### config.mk
export PLATFORM = sky130hd
export DESIGN_NAME = fetch_stage
export DESIGN_NICKNAME = d
export VERILOG_FILES = /design/src/rtl/fetch_pkg.sv /design/src/rtl/fetch_stage_if_id_reg.sv /design/src/rtl/fetch_stage.sv
export SDC_FILE = /design/constraint.sdc
export NUM_CORES = 1
export LEC_CHECK = 0
export CORE_UTILIZATION = 38
export CTS_BUF_LIST = sky130_fd_sc_hd__clkbuf_8
export CTS_CLUSTER_SIZE = 30
export DETAILED_ROUTE_END_ITERATION = 10
export GPL_ROUTABILITY_DRIVEN = 0
export MAX_ROUTING_LAYER = met4
export PLACE_DENSITY = 0.78
export SYNTH_ARGS = -nofsm -noshare
export SYNTH_HDL_FRONTEND = slang
export SYNTH_SLANG_ARGS = --single-unit
export TNS_END_PERCENT = 50
### constraint.sdc
create_clock -name clk -period 2.1 [get_ports clk]
set_clock_uncertainty 0.05 [all_clocks]
set_input_delay 0.42 -clock clk [delete_from_list [all_inputs] [get_ports clk]]
set_output_delay 0.42 -clock clk [all_outputs]
set_load 0.02 [all_outputs]
### src/rtl/fetch_pkg.sv
// Shared types and constants for the MIPS-32 IF stage.
package fetch_pkg;

  localparam int XLEN        = 32;
  localparam int INSTR_BYTES = 4;

  // sll $0,$0,0 encodes as all zeros and is used as the pipeline bubble.
  localparam logic [XLEN-1:0] NOP_WORD = 32'h0000_0000;

  typedef struct packed {
    logic [XLEN-1:0] instr;
    logic [XLEN-1:0] pc4;
    logic            valid;
  } if_id_t;

endpackage

### src/rtl/fetch_stage_if_id_reg.sv
// IF/ID pipeline register: synchronous active-low reset, squash, load and hold.
module if_id_reg #(
  parameter logic [31:0] BUBBLE = fetch_pkg::NOP_WORD
) (
  input  logic             clk,
  input  logic             rst,
  input  logic             load,
  input  logic             squash,
  input  fetch_pkg::if_id_t d,
  output fetch_pkg::if_id_t q
);

  import fetch_pkg::*;

  // Squash outranks load so a redirect always leaves a bubble behind it.
  always_ff @(posedge clk) begin
    if (!rst) begin
      q.instr <= BUBBLE;
      q.pc4   <= '0;
      q.valid <= 1'b0;
    end else if (squash) begin
      q.instr <= BUBBLE;
      q.pc4   <= '0;
      q.valid <= 1'b0;
    end else if (load) begin
      q <= d;
    end
  end

endmodule

### src/rtl/fetch_stage.sv
// MIPS-32 instruction fetch stage: PC, fault detection and IF/ID register.
// Optional performance counters are enabled with `define FETCH_PERF_CNT_EN.
module fetch_stage #(
  parameter logic [31:0] RESET_PC   = 32'h0000_0000,
  parameter int unsigned IMEM_BYTES = 512,
  parameter logic [31:0] NOP_WORD   = fetch_pkg::NOP_WORD
) (
  input  logic        clk,
  input  logic        rst,
  input  logic        stall,
  input  logic        redirect,
  input  logic [31:0] redirect_pc,
  input  logic [31:0] instruction,
  output logic [31:0] pc,
  output logic [31:0] if_id_instr,
  output logic [31:0] if_id_pc4,
  output logic        if_id_valid,
  output logic        fetch_fault,
  output logic [31:0] perf_fetch_cnt,
  output logic [31:0] perf_stall_cnt
);

  import fetch_pkg::*;

  localparam logic [31:0] IMEM_LIMIT = 32'(IMEM_BYTES);
  localparam logic [31:0] PC_STEP    = 32'(INSTR_BYTES);

  logic [31:0] pc_plus4;
  logic        in_range;
  logic        advance;
  if_id_t      if_id_d;
  if_id_t      if_id_q;

  assign pc_plus4 = pc + PC_STEP;
  assign in_range = (pc < IMEM_LIMIT);
  assign advance  = !redirect && !stall;

  // An out-of-range fetch still occupies a slot, but as a bubble.
  always_comb begin
    if_id_d.instr = NOP_WORD;
    if_id_d.pc4   = '0;
    if_id_d.valid = 1'b0;
    if (in_range) begin
      if_id_d.instr = instruction;
      if_id_d.pc4   = pc_plus4;
      if_id_d.valid = 1'b1;
    end
  end

  // Redirect beats stall; the target is forced word-aligned and misalignment faults.
  always_ff @(posedge clk) begin
    if (!rst) begin
      pc          <= RESET_PC;
      fetch_fault <= 1'b0;
    end else if (redirect) begin
      pc          <= {redirect_pc[31:2], 2'b00};
      fetch_fault <= |redirect_pc[1:0];
    end else if (stall) begin
      fetch_fault <= 1'b0;
    end else begin
      pc          <= pc_plus4;
      fetch_fault <= !in_range;
    end
  end

  if_id_reg #(
    .BUBBLE (NOP_WORD)
  ) u_if_id_reg (
    .clk    (clk),
    .rst    (rst),
    .load   (!stall),
    .squash (redirect),
    .d      (if_id_d),
    .q      (if_id_q)
  );

  assign if_id_instr = if_id_q.instr;
  assign if_id_pc4   = if_id_q.pc4;
  assign if_id_valid = if_id_q.valid;

`ifdef FETCH_PERF_CNT_EN
  logic [31:0] fetch_cnt;
  logic [31:0] stall_cnt;

  always_ff @(posedge clk) begin
    if (!rst) begin
      fetch_cnt <= '0;
      stall_cnt <= '0;
    end else begin
      if (advance && in_range) fetch_cnt <= fetch_cnt + 32'd1;
      if (stall && !redirect)  stall_cnt <= stall_cnt + 32'd1;
    end
  end

  assign perf_fetch_cnt = fetch_cnt;
  assign perf_stall_cnt = stall_cnt;
`else
  logic unused_advance;
  assign unused_advance = advance;
  assign perf_fetch_cnt = '0;
  assign perf_stall_cnt = '0;
`endif

endmodule

Word level (Yosys, flattened, before mapping)

Cells that the tools add are included.

$add $sub $neg: 1
Magnitude comparators: 1
Eq/ne operators: 1
Mux-type cells: 5
Bitwise logic cells: 1
Reductions and logical operators: 3

Operators with widths:

| kind                    | count |
|---|---|
| $mux W65                | 1 |
| $mux W32                | 2 |
| $add A32 B3 Y32 const B | 1 |
| $lt A32 B10 Y1 const B  | 1 |
| $reduce_or A2 Y1        | 2 |
| $mux W1                 | 2 |
| $ne A2 B1 Y1 const B    | 1 |
| $logic_not A1 Y1        | 1 |
| $not A1 Y1              | 1 |

Bits in registers: 98
Bits of input ports: 68

Depth between registers and ports, before layout

Depth after elaboration: 4
Mapped depth: 7

Hierarchy

Synthesis repeated with hierarchy kept, for this count alone.

Cells, all modules: 605
Area total of the unflattened synthesis: 5,217.5 um^2

Modules (own cells, without submodules):

| module      | times used | cells an instance | area each (um^2) |
|---|---|---|---|
| fetch_stage | 1          | 395               | 2,862.7 |
| if_id_reg   | 1          | 210               | 2,354.8 |

Worst setup path before layout

OpenSTA, ideal clock, no wires.

Path kind: register to register
From: reg pc[10]
To: reg pc[19]
Library setup time: 0.122 ns
Data arrival time: 2.011 ns
Required time: 1.928 ns
Path slack: -0.083 ns
Cell stages (with the launch flop): 7
Path buffers: 2
Period minus slack after synthesis: 2.183 ns
Cell sequence: dfxtp_1 -> nand4_4 -> or4_1 -> buf_2 -> buf_6 -> o21a_1 -> o311a_1

Word-level cells in the longest chain between the ends: 3

RTL lines:

| element                  | RTL line          | source |
|---|---|---|
| start: declaration       | fetch_stage.sv:14 | `output logic [31:0] pc,` |
| start signal: assignment | fetch_stage.sv:56 | `pc <= {redirect_pc[31:2], 2'b00};` |
| start signal: assignment | fetch_stage.sv:61 | `pc <= pc_plus4;` |
| $add A32 B3 Y32          | fetch_stage.sv:34 | `assign pc_plus4 = pc + PC_STEP;` |
| $mux W32                 | fetch_stage.sv:58 | `end else if (stall) begin` |
| $mux W32                 | fetch_stage.sv:55 | `end else if (redirect) begin` |

Every way passes these cells. The select of a mux whose other input is x is not followed.
A chain may end at the register's enable or synchronous reset.

Final worst setup path

From: reg pc[14]
To: reg pc[24]

The elaborated chain is that of the path after synthesis.

==> impl_results.md <==
- Share of the synthesized area in the top cell type: 0.387
- Seq pwr share: 0.518
- Vias per cell: 5.03
- Largest cells by area after synthesis: dfxtp_1 (39%), buf_4 (11%), or4_1 (7.0%)
- Clk pwr share: 0.286
- Final Total Pwr: 3.62 mW
- Root buffer cell: clkbuf_8
- First-pass GRT wire length: 21.2 mm
- Initial antenna violation count: 0
- Avg WL per Cell: 14.7 microns
- Clk_lat worst skew: 360 ps
- Unrepaired setup endpoints after global routing: false
- Initial DRC Count: 350
- WL final: 13.7 mm
- Vias in the first global route: 4,329
- Clock Path Buffers: 2
- Leakage: 2.60 nW
- Mapped Cells: 591
- Nets: 826
- Die area: 0.0132 sq mm
- CTS tree: done
- Synth Area in Adders: 0.00258
- Fraction of power spent switching nets: 0.291
- Ys flop type: dfxtp_1
- Post-synth EDFFs: 0
- Core Region: 0.0122 sq mm
- Area Growth Syn to Fin: 37.6%
- Max Cap Violations: 0
- Vias: 4,664
- Pwr Density: 541 mW/mm^2
- Fin crit share: 0.967
- Finish-stage setup viols: 0
- FMAX: 492 MHz
- Synth top cells by count: dfxtp_1 (94), buf_4 (70), nand2_1 (60)
- Remaining antenna violation count: 0
- Area leader, netlist: dfxtp_1
- Ys async rst share: 0
- Flop and latch count out of synthesis: 94
- Clk sink count: 94
- Post-DP HPWL: 9.85 mm
- Final hold viol count: 0
- Final max-slew violation count: 0
- Layout cell share with drive strength beyond 1: 0.0934
- Pint: 2.56 mW
- Startpoint class of the critical path: register
- H-tree levels: 3
- DRC viols: 0
- Largest family of logic cells by synthesized area: simple AND/OR/NAND/NOR gates
- Die Wd: 115 microns
- Clock transition at path regs: 90 ps
- Row cnt: 40
- CP Max Fanout: 18
- Fin Hold WS: 415 ps
- Warnings, synthesis: 0
- Ant diodes: 0
- Setup Crit Path Kind: register to register
- Mapped Avg Cell Area: 8.22 sq um
- Crit end category: register
- Initial core utilization: 0.398
- Worst-margin pin slew: 613 ps
- Sequential element share of the synthesized area: 0.387
- Remaining global-route overflow: 0
- CTS Buf Count: 9
- Drt pass-1 iters: 4
- Largest net degree at the start of global routing: 75
- Top Ports: 230
- Die Height: 115 microns
- VDD IR max: 0.250 mV
- CP required: 2340 ps
- P_sw: 1.05 mW
- R2r setup slk: 70 ps
- Crit path DAT: 2270 ps
- Outcome: finished, final reports clean
- Slew headroom: 0.591
- Mux share of post-synthesis cell area: 0
- Hold crit path type: register to register
- Synth Area in Simple Gates: 0.257
- Post-Synth XOR/XNOR Area: 0.0307
- IO Port Bufs: 161
- Distinct cell type count after synthesis: 57
- Cts hold-fix bufs: 0
- Synth Area in Compound Gates: 0.145
- Comb pwr share: 0.197
- Top-count cell post-synth: dfxtp_1
- Tmin final: 2030 ps
- Syn Std Cell Area: 0.00486 sq mm
- Gr usage total: 0.209
[cell usage in the layout, fill, tap and decap left out, drive strengths merged, types with 3 or more instances in the layout]
cell and n:
and3 25, a21oi 47, nand4 7, xor2 7, inv 40, buf 42, nand3 18, dfxtp 94
xnor2 10, o21ai 22, and4 4, conb 68, clkdlybuf4s50 159, o31ai 11, nand2 61, or4 46
a31oi 10, nand2b 6, clkbuf 10, nor2b 3, nor4 11, o211a 4, nor2 7, o311a 5
nor3 11
[power groups by stage]
stage                     Clock [mW]  Sequential (mW)  Combinational, mW
after floorplan                    0             1.97              0.409
after global placement             0             1.91              0.692
after detailed placement           0             1.91              0.700
after CTS                       1.06             1.87              0.704
after global routing            1.15             1.88              0.762
final                           1.03             1.87              0.711
[sequential cells by signal, summed over array words and instances, names as in the netlist]
name and cells:
u_if_id_reg.q 63, pc 30, fetch_fault 1
[layout make-up]
cell class / count / area [sq um]
clock buffers: 10 / 138
clock inverters: 4 / 17.5
fillers: 1151 / 5530
inverters: 38 / 143
multi-input cells: 412 / 2370
flip-flops and latches: 94 / 1890
well taps: 168 / 210
repair buffers: 202 / 1920
[final timing paths]
kind	from	end	depth (start not counted)
worst max-delay path	pc[14]$_SDFFE_PN0P_	pc[24]$_SDFFE_PN0P_	5
worst min-delay path	u_if_id_reg.q[43]$_SDFFE_PP0N_	u_if_id_reg.q[43]$_SDFFE_PP0N_	2
worst max register to register	pc[14]$_SDFFE_PN0P_	pc[24]$_SDFFE_PN0P_	5
worst min register to register	u_if_id_reg.q[43]$_SDFFE_PP0N_	u_if_id_reg.q[43]$_SDFFE_PP0N_	2
[through the flow]
stage	cells	setup TNS [ps]	utilization	cell area [sq um]	setup slack, ps
detailed placement	914	-170	0.534	6530	-170
CTS	928	0	0.547	6680	11.4
finish	928	0	0.547	6680	68.6
floorplan	658	0	-	5120	8.61
global placement	914	-201	0.534	6530	-201
global route	928	0	0.547	6680	8.62
[what timing repair did]
action	4_1_cts	5_1_grt
setup buffers	0	0
endpoints found under the setup margin	0	5
resized for setup	0	2
[layer usage]
metal | part of all wire | global-route usage | vias to the layer above
li1 | - | - | 2277
met1 | 0.43 | 0.258 | 2186
met2 | 0.49 | 0.345 | 186
met3 | 0.060 | 0.0311 | 15
met4 | 0.014 | 0.0797 | 0
met5 | 0 | - | -
[cells by family (layout without fill, tap and decap cells)]
logic type                 count (synthesis)  count (layout)
AOI/OAI and AO/OA                        113             113
buffers and inverters                    152             254
and+or+nand+nor                          213             213
other                                      1              68
adders and majority gates                  1               1
xor gates and xnor gates                  17              17
DFF                                       94              94
[worst max-delay path, cell delays in order, from the launching register on]
cell	delay (ps)
dfxtp_2	410
nand3_1	110
or4_1	500
buf_4	200
or4_1	490
a31oi_1	190
(Power assumes the default switching activity.)
